==> src/rtl/shared_ram_loader_pkg.sv <==
// Shared definitions for the host loader: RAM geometry (common with the multiport RAM
// and the cores) and the loader FSM state encoding.
package shared_ram_loader_pkg;

    localparam int unsigned ADDR_W = 9;
    localparam int unsigned DATA_W = 16;

    typedef enum logic [3:0] {
        StIdle,
        StLoadLo,
        StLoadHi,
        StRun,
        StWait,
        StRd,
        StTxLo,
        StTxHi,
        StFinish
    } state_e;

endpackage

==> src/rtl/shared_ram_loader_if.sv <==
// Byte-stream handshakes plus one shared-RAM port, as seen by the host loader.
interface shared_ram_loader_if;
    import shared_ram_loader_pkg::*;

    logic [7:0]        rx_data;
    logic              rx_valid;
    logic              rx_ready;
    logic [7:0]        tx_data;
    logic              tx_valid;
    logic              tx_ready;
    logic              ram_write_en;
    logic              ram_read_en;
    logic [ADDR_W-1:0] ram_addr;
    logic [DATA_W-1:0] ram_data_in;
    logic [DATA_W-1:0] ram_data_out;

    modport master (
        input  rx_data, rx_valid, tx_ready, ram_data_out,
        output rx_ready, tx_data, tx_valid, ram_write_en, ram_read_en, ram_addr, ram_data_in
    );

    modport slave (
        output rx_data, rx_valid, tx_ready, ram_data_out,
        input  rx_ready, tx_data, tx_valid, ram_write_en, ram_read_en, ram_addr, ram_data_in
    );

endinterface

==> src/rtl/shared_ram_loader_packer.sv <==
// Byte/word conversion: latches the low byte of an incoming pair and holds the word
// being streamed out, selecting its low or high byte.
module shared_ram_loader_packer
    import shared_ram_loader_pkg::*;
(
    input  logic              clk,
    input  logic              rstn,
    input  logic              lo_load,
    input  logic [7:0]        byte_in,
    output logic [DATA_W-1:0] packed_word,
    input  logic              word_load,
    input  logic [DATA_W-1:0] word_in,
    input  logic              hi_sel,
    output logic [7:0]        out_byte
);

    logic [7:0]        lo_q;
    logic [DATA_W-1:0] word_q;

    always_ff @(posedge clk) begin
        if (!rstn) begin
            lo_q   <= '0;
            word_q <= '0;
        end else begin
            if (lo_load) begin
                lo_q <= byte_in;
            end
            if (word_load) begin
                word_q <= word_in;
            end
        end
    end

    assign packed_word = {byte_in, lo_q};

    // RAM data is only valid from the first TX_LO cycle, so bypass the register then.
    always_comb begin
        if (hi_sel) begin
            out_byte = word_q[15:8];
        end else if (word_load) begin
            out_byte = word_in[7:0];
        end else begin
            out_byte = word_q[7:0];
        end
    end

endmodule

==> src/rtl/shared_ram_loader.sv <==
// Host front end of the shared data RAM: loads a byte stream as little-endian words,
// releases the cores, waits for all done flags and streams a result window back out.
module shared_ram_loader
    import shared_ram_loader_pkg::*;
#(
    parameter int unsigned LOAD_WORDS = 512,
    parameter int unsigned CORES      = 16,
    parameter int unsigned DUMP_BASE  = 0,
    parameter int unsigned DUMP_WORDS = 512
) (
    input  logic                 clk,
    input  logic                 rstn,
    input  logic                 go,
    shared_ram_loader_if.master  bus,
    output logic                 core_start,
    input  logic [CORES-1:0]     core_done,
    output logic                 busy,
    output logic                 done
);

    localparam logic [ADDR_W:0]   LoadLast = (ADDR_W + 1)'(LOAD_WORDS - 1);
    localparam logic [ADDR_W:0]   DumpLast = (ADDR_W + 1)'(DUMP_WORDS - 1);
    localparam logic [ADDR_W:0]   CntOne   = (ADDR_W + 1)'(1);
    localparam logic [ADDR_W-1:0] DumpBase = ADDR_W'(DUMP_BASE);

    state_e            state_q;
    logic [ADDR_W:0]   cnt_q;
    logic              fresh_q;

    logic              in_load;
    logic              wr_en;
    logic              rd_en;
    logic              lo_load;
    logic              word_load;
    logic [DATA_W-1:0] packed_word;
    logic [7:0]        out_byte;

    always_ff @(posedge clk) begin
        if (!rstn) begin
            state_q <= StIdle;
            cnt_q   <= '0;
            fresh_q <= 1'b0;
        end else begin
            fresh_q <= 1'b0;
            unique case (state_q)
                StIdle, StFinish: begin
                    if (go) begin
                        cnt_q   <= '0;
                        state_q <= StLoadLo;
                    end
                end
                StLoadLo: begin
                    if (bus.rx_valid) begin
                        state_q <= StLoadHi;
                    end
                end
                StLoadHi: begin
                    if (bus.rx_valid) begin
                        if (cnt_q == LoadLast) begin
                            state_q <= StRun;
                        end else begin
                            cnt_q   <= cnt_q + CntOne;
                            state_q <= StLoadLo;
                        end
                    end
                end
                StRun: state_q <= StWait;
                StWait: begin
                    if (&core_done) begin
                        cnt_q   <= '0;
                        state_q <= StRd;
                    end
                end
                StRd: begin
                    fresh_q <= 1'b1;
                    state_q <= StTxLo;
                end
                StTxLo: begin
                    if (bus.tx_ready) begin
                        state_q <= StTxHi;
                    end
                end
                StTxHi: begin
                    if (bus.tx_ready) begin
                        if (cnt_q == DumpLast) begin
                            state_q <= StFinish;
                        end else begin
                            cnt_q   <= cnt_q + CntOne;
                            state_q <= StRd;
                        end
                    end
                end
                default: state_q <= StIdle;
            endcase
        end
    end

    // Outputs are gated by rstn so nothing reaches the RAM or the cores in a reset cycle.
    assign in_load   = (state_q == StLoadLo) || (state_q == StLoadHi);
    assign wr_en     = rstn && (state_q == StLoadHi) && bus.rx_valid;
    assign rd_en     = rstn && (state_q == StRd);
    assign lo_load   = (state_q == StLoadLo) && bus.rx_valid;
    assign word_load = (state_q == StTxLo) && fresh_q;

    shared_ram_loader_packer u_packer (
        .clk         (clk),
        .rstn        (rstn),
        .lo_load     (lo_load),
        .byte_in     (bus.rx_data),
        .packed_word (packed_word),
        .word_load   (word_load),
        .word_in     (bus.ram_data_out),
        .hi_sel      (state_q == StTxHi),
        .out_byte    (out_byte)
    );

    always_comb begin
        bus.ram_addr    = '0;
        bus.ram_data_in = '0;
        if (wr_en) begin
            bus.ram_addr    = cnt_q[ADDR_W-1:0];
            bus.ram_data_in = packed_word;
        end else if (rd_en) begin
            bus.ram_addr = DumpBase + cnt_q[ADDR_W-1:0];
        end
    end

    assign bus.ram_write_en = wr_en;
    assign bus.ram_read_en  = rd_en;
    assign bus.rx_ready     = rstn && in_load;
    assign bus.tx_valid     = rstn && ((state_q == StTxLo) || (state_q == StTxHi));
    assign bus.tx_data      = bus.tx_valid ? out_byte : 8'h00;
    assign core_start       = rstn && (state_q == StRun);
    assign busy             = rstn && (state_q != StIdle);
    assign done             = rstn && (state_q == StFinish);

endmodule
==> src/flat_wrapper.sv <==
// flat-port wrapper written by rule: the top's interface ports become plain ports
module shared_ram_loader_flat import shared_ram_loader_pkg::*;
#(
    parameter int unsigned LOAD_WORDS = 512,
    parameter int unsigned CORES      = 16,
    parameter int unsigned DUMP_BASE  = 0,
    parameter int unsigned DUMP_WORDS = 512
)
  (clk, rstn, go, core_start, core_done, busy, done, bus_rx_data, bus_rx_valid, bus_tx_ready, bus_ram_data_out, bus_rx_ready, bus_tx_data, bus_tx_valid, bus_ram_write_en, bus_ram_read_en, bus_ram_addr, bus_ram_data_in);
  shared_ram_loader_if bus_i ();
  input  logic clk;
  input  logic rstn;
  input  logic go;
  output logic core_start;
  input  logic [CORES-1:0] core_done;
  output logic busy;
  output logic done;
  input wire logic [$bits(bus_i.rx_data)-1:0] bus_rx_data;
  input wire logic [$bits(bus_i.rx_valid)-1:0] bus_rx_valid;
  input wire logic [$bits(bus_i.tx_ready)-1:0] bus_tx_ready;
  input wire logic [$bits(bus_i.ram_data_out)-1:0] bus_ram_data_out;
  output wire logic [$bits(bus_i.rx_ready)-1:0] bus_rx_ready;
  output wire logic [$bits(bus_i.tx_data)-1:0] bus_tx_data;
  output wire logic [$bits(bus_i.tx_valid)-1:0] bus_tx_valid;
  output wire logic [$bits(bus_i.ram_write_en)-1:0] bus_ram_write_en;
  output wire logic [$bits(bus_i.ram_read_en)-1:0] bus_ram_read_en;
  output wire logic [$bits(bus_i.ram_addr)-1:0] bus_ram_addr;
  output wire logic [$bits(bus_i.ram_data_in)-1:0] bus_ram_data_in;
  assign bus_i.rx_data = bus_rx_data;
  assign bus_i.rx_valid = bus_rx_valid;
  assign bus_i.tx_ready = bus_tx_ready;
  assign bus_i.ram_data_out = bus_ram_data_out;
  assign bus_rx_ready = bus_i.rx_ready;
  assign bus_tx_data = bus_i.tx_data;
  assign bus_tx_valid = bus_i.tx_valid;
  assign bus_ram_write_en = bus_i.ram_write_en;
  assign bus_ram_read_en = bus_i.ram_read_en;
  assign bus_ram_addr = bus_i.ram_addr;
  assign bus_ram_data_in = bus_i.ram_data_in;
  shared_ram_loader #(.LOAD_WORDS(LOAD_WORDS), .CORES(CORES), .DUMP_BASE(DUMP_BASE), .DUMP_WORDS(DUMP_WORDS)) u_core (.clk(clk), .rstn(rstn), .go(go), .bus(bus_i), .core_start(core_start), .core_done(core_done), .busy(busy), .done(done));
endmodule
==> config.mk <==
export PLATFORM = sky130hd
export DESIGN_NAME = shared_ram_loader_flat
export DESIGN_NICKNAME = d
export VERILOG_FILES = /design/src/rtl/shared_ram_loader_pkg.sv /design/src/rtl/shared_ram_loader_if.sv /design/src/rtl/shared_ram_loader_packer.sv /design/src/rtl/shared_ram_loader.sv /design/src/flat_wrapper.sv
export SDC_FILE = /design/constraint.sdc
export NUM_CORES = 1
export LEC_CHECK = 0
export CORE_ASPECT_RATIO = 2
export CORE_MARGIN = 8
export CORE_UTILIZATION = 48
export CTS_CLUSTER_SIZE = 24
export DETAILED_ROUTE_END_ITERATION = 8
export GPL_TIMING_DRIVEN = 0
export PLACE_DENSITY_LB_ADDON = 0.3
export SETUP_SLACK_MARGIN = 0.15
export SLEW_MARGIN = 40
export SYNTH_ARGS = -nofsm -noshare
export SYNTH_HDL_FRONTEND = slang
export SYNTH_HIERARCHICAL = 1
export SYNTH_SLANG_ARGS = --single-unit
==> constraint.sdc <==
create_clock -name clk -period 5.1 [get_ports clk]
set_clock_uncertainty 0.1 [all_clocks]
set_input_delay 0.765 -clock clk [delete_from_list [all_inputs] [get_ports clk]]
set_output_delay 0.765 -clock clk [all_outputs]
set_load 0.005 [all_outputs]
==> results of run 1 <==
metrics by stage:
| stage | hold slack (ps) | area, um^2 | util [%] | setup WS, ps |
|---|---|---|---|---|
| 2_1_floorplan | 369 | 2350 | - | 2360 |
| 3_3_place_gp | 388 | 3270 | 67.8 | 1090 |
| 3_5_place_dp | 391 | 3270 | 67.8 | 1050 |
| 4_1_cts | 415 | 3370 | 69.9 | 1040 |
| 5_1_grt | 439 | 3370 | 69.9 | 846 |
| 6_report | 413 | 3370 | 69.9 | 1080 |
cell type report:
class	instances	area (um^2)
plain buffers	25	163
clock buffers	7	96.3
clock inverters	1	7.51
fillers	412	1450
inverters	3	11.3
multi-input cells	197	1400
flip-flops and latches	39	781
well taps	57	71.3
repair buffers	84	841
placed cells by master (no fill, tap or decap), types with 7 or more instances in the layout:
cell type	count
and2_1	39
buf_4	8
clkbuf_1	8
clkbuf_8	7
clkdlybuf4s50_1	84
dfxtp_1	39
mux2_2	13
mux2i_1	19
nand2_1	12
nor2_1	15
nor2b_1	23
o311ai_0	7
worst min path at each step:
stage,from,endpoint,slack (ps),cells past startpoint
after detailed placement,u_core/u_packer/lo_q[1]$_SDFFE_PN0P_,u_core/u_packer/lo_q[1]$_SDFFE_PN0P_,390,2
after global placement,u_core/u_packer/lo_q[7]$_SDFFE_PN0P_,u_core/u_packer/lo_q[7]$_SDFFE_PN0P_,390,2
after floorplan,u_core/cnt_q[1]$_SDFFE_PN0P_,u_core/cnt_q[1]$_SDFFE_PN0P_,370,2
final,u_core/u_packer/lo_q[2]$_SDFFE_PN0P_,u_core/u_packer/lo_q[2]$_SDFFE_PN0P_,410,2
after global routing,u_core/u_packer/lo_q[1]$_SDFFE_PN0P_,u_core/u_packer/lo_q[1]$_SDFFE_PN0P_,440,2
after CTS,u_core/u_packer/lo_q[1]$_SDFFE_PN0P_,u_core/u_packer/lo_q[1]$_SDFFE_PN0P_,410,2
power groups by stage:
stage | Clock, W | Sequential (W) | Combinational, W
2_1_floorplan | 0 | 0.000324 | 0.0000873
3_3_place_gp | 0 | 0.000325 | 0.000154
3_5_place_dp | 0 | 0.000325 | 0.000155
4_1_cts | 0.000239 | 0.000318 | 0.000156
5_1_grt | 0.000251 | 0.000319 | 0.000170
6_report | 0.000234 | 0.000318 | 0.000156
worst max-delay path, stage by stage:
cell and delay (ps):
clkdlybuf4s50_1 640, nand2_1 110, nor2_1 440, or2_2 210, clkbuf_1 290, and2_1 180, clkdlybuf4s50_1 510
cells by family after synthesis:
| kind of cell | after synthesis |
|---|---|
| compound gates | 40 |
| xor+xnor | 1 |
| fa+ha+maj | 1 |
| buf+inv | 28 |
| flops | 39 |
| mux | 33 |
| simple gates | 122 |
state kept, by name, summed over array words and instances, names as in the netlist:
signal / cells
u_core/u_packer/word_q: 16
u_core/cnt_q: 10
u_core/u_packer/lo_q: 8
u_core/state_q: 4
u_core/fresh_q: 1
routing by layer:
layer	global-route usage (%)	up-vias
li1	-	1111
met1	15.6	1067
met2	34.3	89
met3	3.41	16
met4	9.82	0
met5	0	-
==> run metrics, run 1 <==
CP startpoint=rstn; outcome=completed; hold_buf cts=0; Nets=~400; r2r setup slk=2820 ps; # diodes=0; vias in the first global route=2,332; Synth top area share=33.2%; Setup TNS Final=0 ps; pwr dens=roughly 210 nW/um^2; Sink Count=39; number of antenna violations at the first check in global routing=0; Hold Path Class=register to register; clock power share=33.1%; Reg clk slew, reported paths=80 ps; largest net degree at the start of global routing=13; maxcap violations=0; DR WL met2=3.76 mm; P&R area growth vs syn=43.2%; Tcrit/Tclk final=78.8%; WL met1=2.31 mm; Rows=36; Critical Path End=bus_ram_addr[4]; clk root buf=clkbuf_8; RR Endpoint=u_core/cnt_q[9]$_SDFFE_PN0P_; CTS Buffer Depth=2; die area=7540 um^2; Yosys warning total=6; FFs w/ async S/R, synth=0%; Post-synth top cells=and2_1, dfxtp_1, nor2b_1; worst-margin pin slew=581 ps; crit path time final=roughly 4000 ps; Mapped Cells=264; Synth Area in Compound Gates=around an eighth; global-route wire length before repair=10.6 mm; Crit path required time=4240 ps; main combinational cell family by area after synthesis=simple AND/OR/NAND/NOR gates; Pint=0.000516 W; DRC viols=0; Detailed Route Iter0 Violations=60; combinational power share=22.0%; GP Congestion=0.834; Detailed Routing Iterations Pass 1=5; Final setup viols=0; NetSw=0.000193 W; Placed Cells=405; hpwl dp=5.23 mm; final non-filler cell total=413; worst r2r src=u_core/state_q[2]$_SDFFE_PN0P_; max-slew violation count=0; gr ovfl total=0; total power=0.000709 W; Boundary Pins=85; Worst Path Max Fanout=10; RSZ-0062 raised after global routing=false; EDFF count, synth=0; post-CTS sizing=0; Tot GR Track Use=17.5%; remaining antenna violation count=0; die height=115 um; area leader, netlist=dfxtp_1; top_reg_cell synth=dfxtp_1; fraction of layout cells with a size suffix above 1=12.9%; area share of xor/xnor cells in the synthesized design=0.372%; Buffers on Ports=84; Setup Crit Path Kind=primary input to output pin; CP endpoint kind=output pin; syn_nets=310; netlist area before placement=2350 um^2; post-synthesis mux area share=between 10 and 15%; Peak VDD IR=~0.2 mV; static leakage=1.25 nW; WP data arrival=3150 ps; achievable frequency=0.249 GHz; htree depth=2; routed wire length on met3=373 um; synth top area cells=dfxtp_1, and2_1, mux2i_1; Worst Setup Start Kind=primary input; sequential fraction of the synthesis area=33.2%; Starting Density=48.8%; Register-to-Register Path Depth=6; Avg WL per Cell=16.1 um; Slew HR=between 60% and 70%; Avg Cell Area, Syn=between 8 and 9 um^2; die width=roughly 66 um; drt via density=between 5 and 6; WL final=6.63 mm; final hold vios=0; clock tree from TritonCTS=built; DR vias=2,283; Setup Fix Bufs, Post-CTS=0; worst-skew pair later-pin latency=290 ps; Sequential Power Share=44.9%; FF+latch count, synth=39; post-synthesis simple-gate area fraction=30.5%; switching share of power=27.2%; area of the core=4820 um^2; synth unique cells=51; top layer in use=met4; Synth Area in Adders=0.532%; cts bufs inserted=5
No activity file was read; power rests on OpenSTA's default activity.
==> run 2, diff against run 1 <==
--- a/config.mk
+++ b/config.mk
@@ -7,7 +7,7 @@
 export LEC_CHECK = 0
 export CORE_ASPECT_RATIO = 2
 export CORE_MARGIN = 8
-export CORE_UTILIZATION = 48
+export CORE_UTILIZATION = 41
 export CTS_CLUSTER_SIZE = 24
 export DETAILED_ROUTE_END_ITERATION = 8
 export GPL_TIMING_DRIVEN = 0
==> constraint.sdc (replaced) <==
create_clock -name clk -period 3.56 [get_ports clk]
set_clock_uncertainty 0.1 [all_clocks]
set_input_delay 0.534 -clock clk [delete_from_list [all_inputs] [get_ports clk]]
set_output_delay 0.534 -clock clk [all_outputs]
set_load 0.005 [all_outputs]
==> run 2 against run 1 <==
Net effect: non-clock buffer count unchanged; wire length down 3.7%; sequential share of layout area fell by 0.66 points; largest power group is now the clock network; die area is 14% higher; clock power up 110%; worst setup slack got worse by 790 ps; core utilization shrank 8.1 points; sequential power increased by 43%; sequential cell count unchanged.
==> run metrics, run 2 (synthesis results as in run 1) <==
outcome=completed; most common library cell in the layout ignoring fill and taps=clkdlybuf4s50_1; achievable frequency=0.306 GHz; Nets=401; CTS Buffer Depth=2; die width=around 70 um; GP Congestion=0.865; area of the core=5610 um^2; hold_ws=about 410 ps; hold_buf cts=0; hold path depth=2; cts bufs inserted=5; RSZ-0062 raised after global routing=true; CP endpoint kind=output pin; WHS Endpoint=u_core/u_packer/lo_q[2]$_SDFFE_PN0P_; Tot GR Track Use=14.9%; largest net degree at the start of global routing=14; WL final=6.39 mm; Register-to-Register Path Depth=6; Worst Setup Start Kind=register; die height=123 um; global-route wire length before repair=about 11 mm; htree depth=2; Setup Fix Bufs, Post-CTS=0; remaining antenna violation count=0; worst hold start=u_core/u_packer/lo_q[2]$_SDFFE_PN0P_; WL met1=2.84 mm; Sink Count=39; number of antenna violations at the first check in global routing=0; Buffers on Ports=84; total power=0.00119 W; Final setup viols=0; Hold Path Class=register to register; hpwl dp=roughly 5 mm; die area=8570 um^2; pwr dens=342 nW/um^2; worst-skew pair later-pin latency=280 ps; maxcap violations=0; Avg WL per Cell=approximately 15 um; Rows=39; WP data arrival=between 2000 and 3000 ps; top layer in use=met4; Tcrit/Tclk final=91.9%; routed wire length on met3=538 um; Peak VDD IR=0.383 mV; Detailed Routing Iterations Pass 1=4; most frequent cells in the layout=clkdlybuf4s50_1, and2_1, dfxtp_1; crit path time final=3270 ps; worst-margin pin slew=511 ps; Setup Crit Path Kind=register to output pin; RR Endpoint=u_core/cnt_q[9]$_SDFFE_PN0P_; fraction of layout cells with a size suffix above 1=14.3%; drt via density=5.35; DR WL met2=2.95 mm; Boundary Pins=85; Detailed Route Iter0 Violations=167; clk root buf=clkbuf_16; Crit path required time=2930 ps; clock tree from TritonCTS=built; Starting Density=41.9%; top flop regs=u_core/u_packer/word_q: 16 flops, u_core/cnt_q: 10 flops, u_core/u_packer/lo_q: 8 flops; max reg flops=16; gr ovfl total=0; DRC viols=0; static leakage=1.30 nW; Reg clk slew, reported paths=about 60 ps; max-slew violation count=0; Setup TNS Final=0 ps; vias in the first global route=approximately 2.3k; P&R area growth vs syn=47.4%; Worst Path Max Fanout=10; register bank with the most flops=u_core/u_packer/word_q; r2r setup slk=1420 ps; final hold vios=0; DR vias=2,233; worst r2r src=u_core/state_q[2]$_SDFFE_PN0P_; # diodes=0; Slew HR=65.7%
[run 2: metal layers]
| metal | vias up | track usage (%) |
|---|---|---|
| li1 | 1119 | - |
| met1 | 1016 | 17.7 |
| met2 | 93 | 24.2 |
| met3 | 5 | 5.22 |
| met4 | 0 | 5.42 |
| met5 | - | 0 |
[run 2: worst max path at each step]
stage                     cells past startpoint                           start              to
after CTS                                     9  u_core/state_q[1]$_SDFFE_PN0P_  bus_tx_data[5]
final                                         8  u_core/state_q[2]$_SDFFE_PN0P_  bus_tx_data[5]
after floorplan                               8  u_core/state_q[1]$_SDFFE_PN0P_  bus_tx_data[5]
after detailed placement                      5                            rstn  bus_tx_data[7]
after global placement                        5                            rstn  bus_tx_data[7]
after global routing                          9  u_core/state_q[1]$_SDFFE_PN0P_  bus_tx_data[5]
[run 2: critical path, cell delays in order, from the launching register on]
cell	delay (ps)
dfxtp_1	440
nor2b_2	290
and3_1	210
buf_6	140
buf_12	150
mux2_4	300
mux2_2	250
and2_1	130
clkdlybuf4s50_1	440
[run 2: stage by stage]
stage	setup slack (ps)	util, %	area, um^2	cells
after floorplan	1050	-	2350	264
after global placement	62.3	58.3	3270	409
after detailed placement	18.0	58.3	3270	409
after CTS	83.2	61.4	3440	417
after global routing	145	61.8	3470	417
final	288	61.8	3470	417
[run 2: what timing repair did]
item | in CTS | in global routing
pin swaps | 0 | 0
resized for setup | 2 | 8
endpoints found under the setup margin | 18 | 18
hold endpoints to repair | 0 | 0
[run 2: final cells by class]
class / count / area [um^2]
buffer: 25 / 164
clock buffer: 5 / 125
clock inverter: 3 / 43.8
fill: 519 / 2140
inverter: 3 / 11.3
multi-input combinational: 197 / 1420
sequential: 39 / 781
tap: 61 / 76.3
timing repair buffer: 84 / 843
[run 2: report_power, final]
part	switching [W]	leakage, nW	internal, W	total, W
combinational	0.000110	0.897	0.000116	0.000226
clock	0.000173	0.0838	0.000330	0.000503
sequential	0.00000719	0.315	0.000449	0.000456
total	0.000290	1.30	0.000895	0.00119
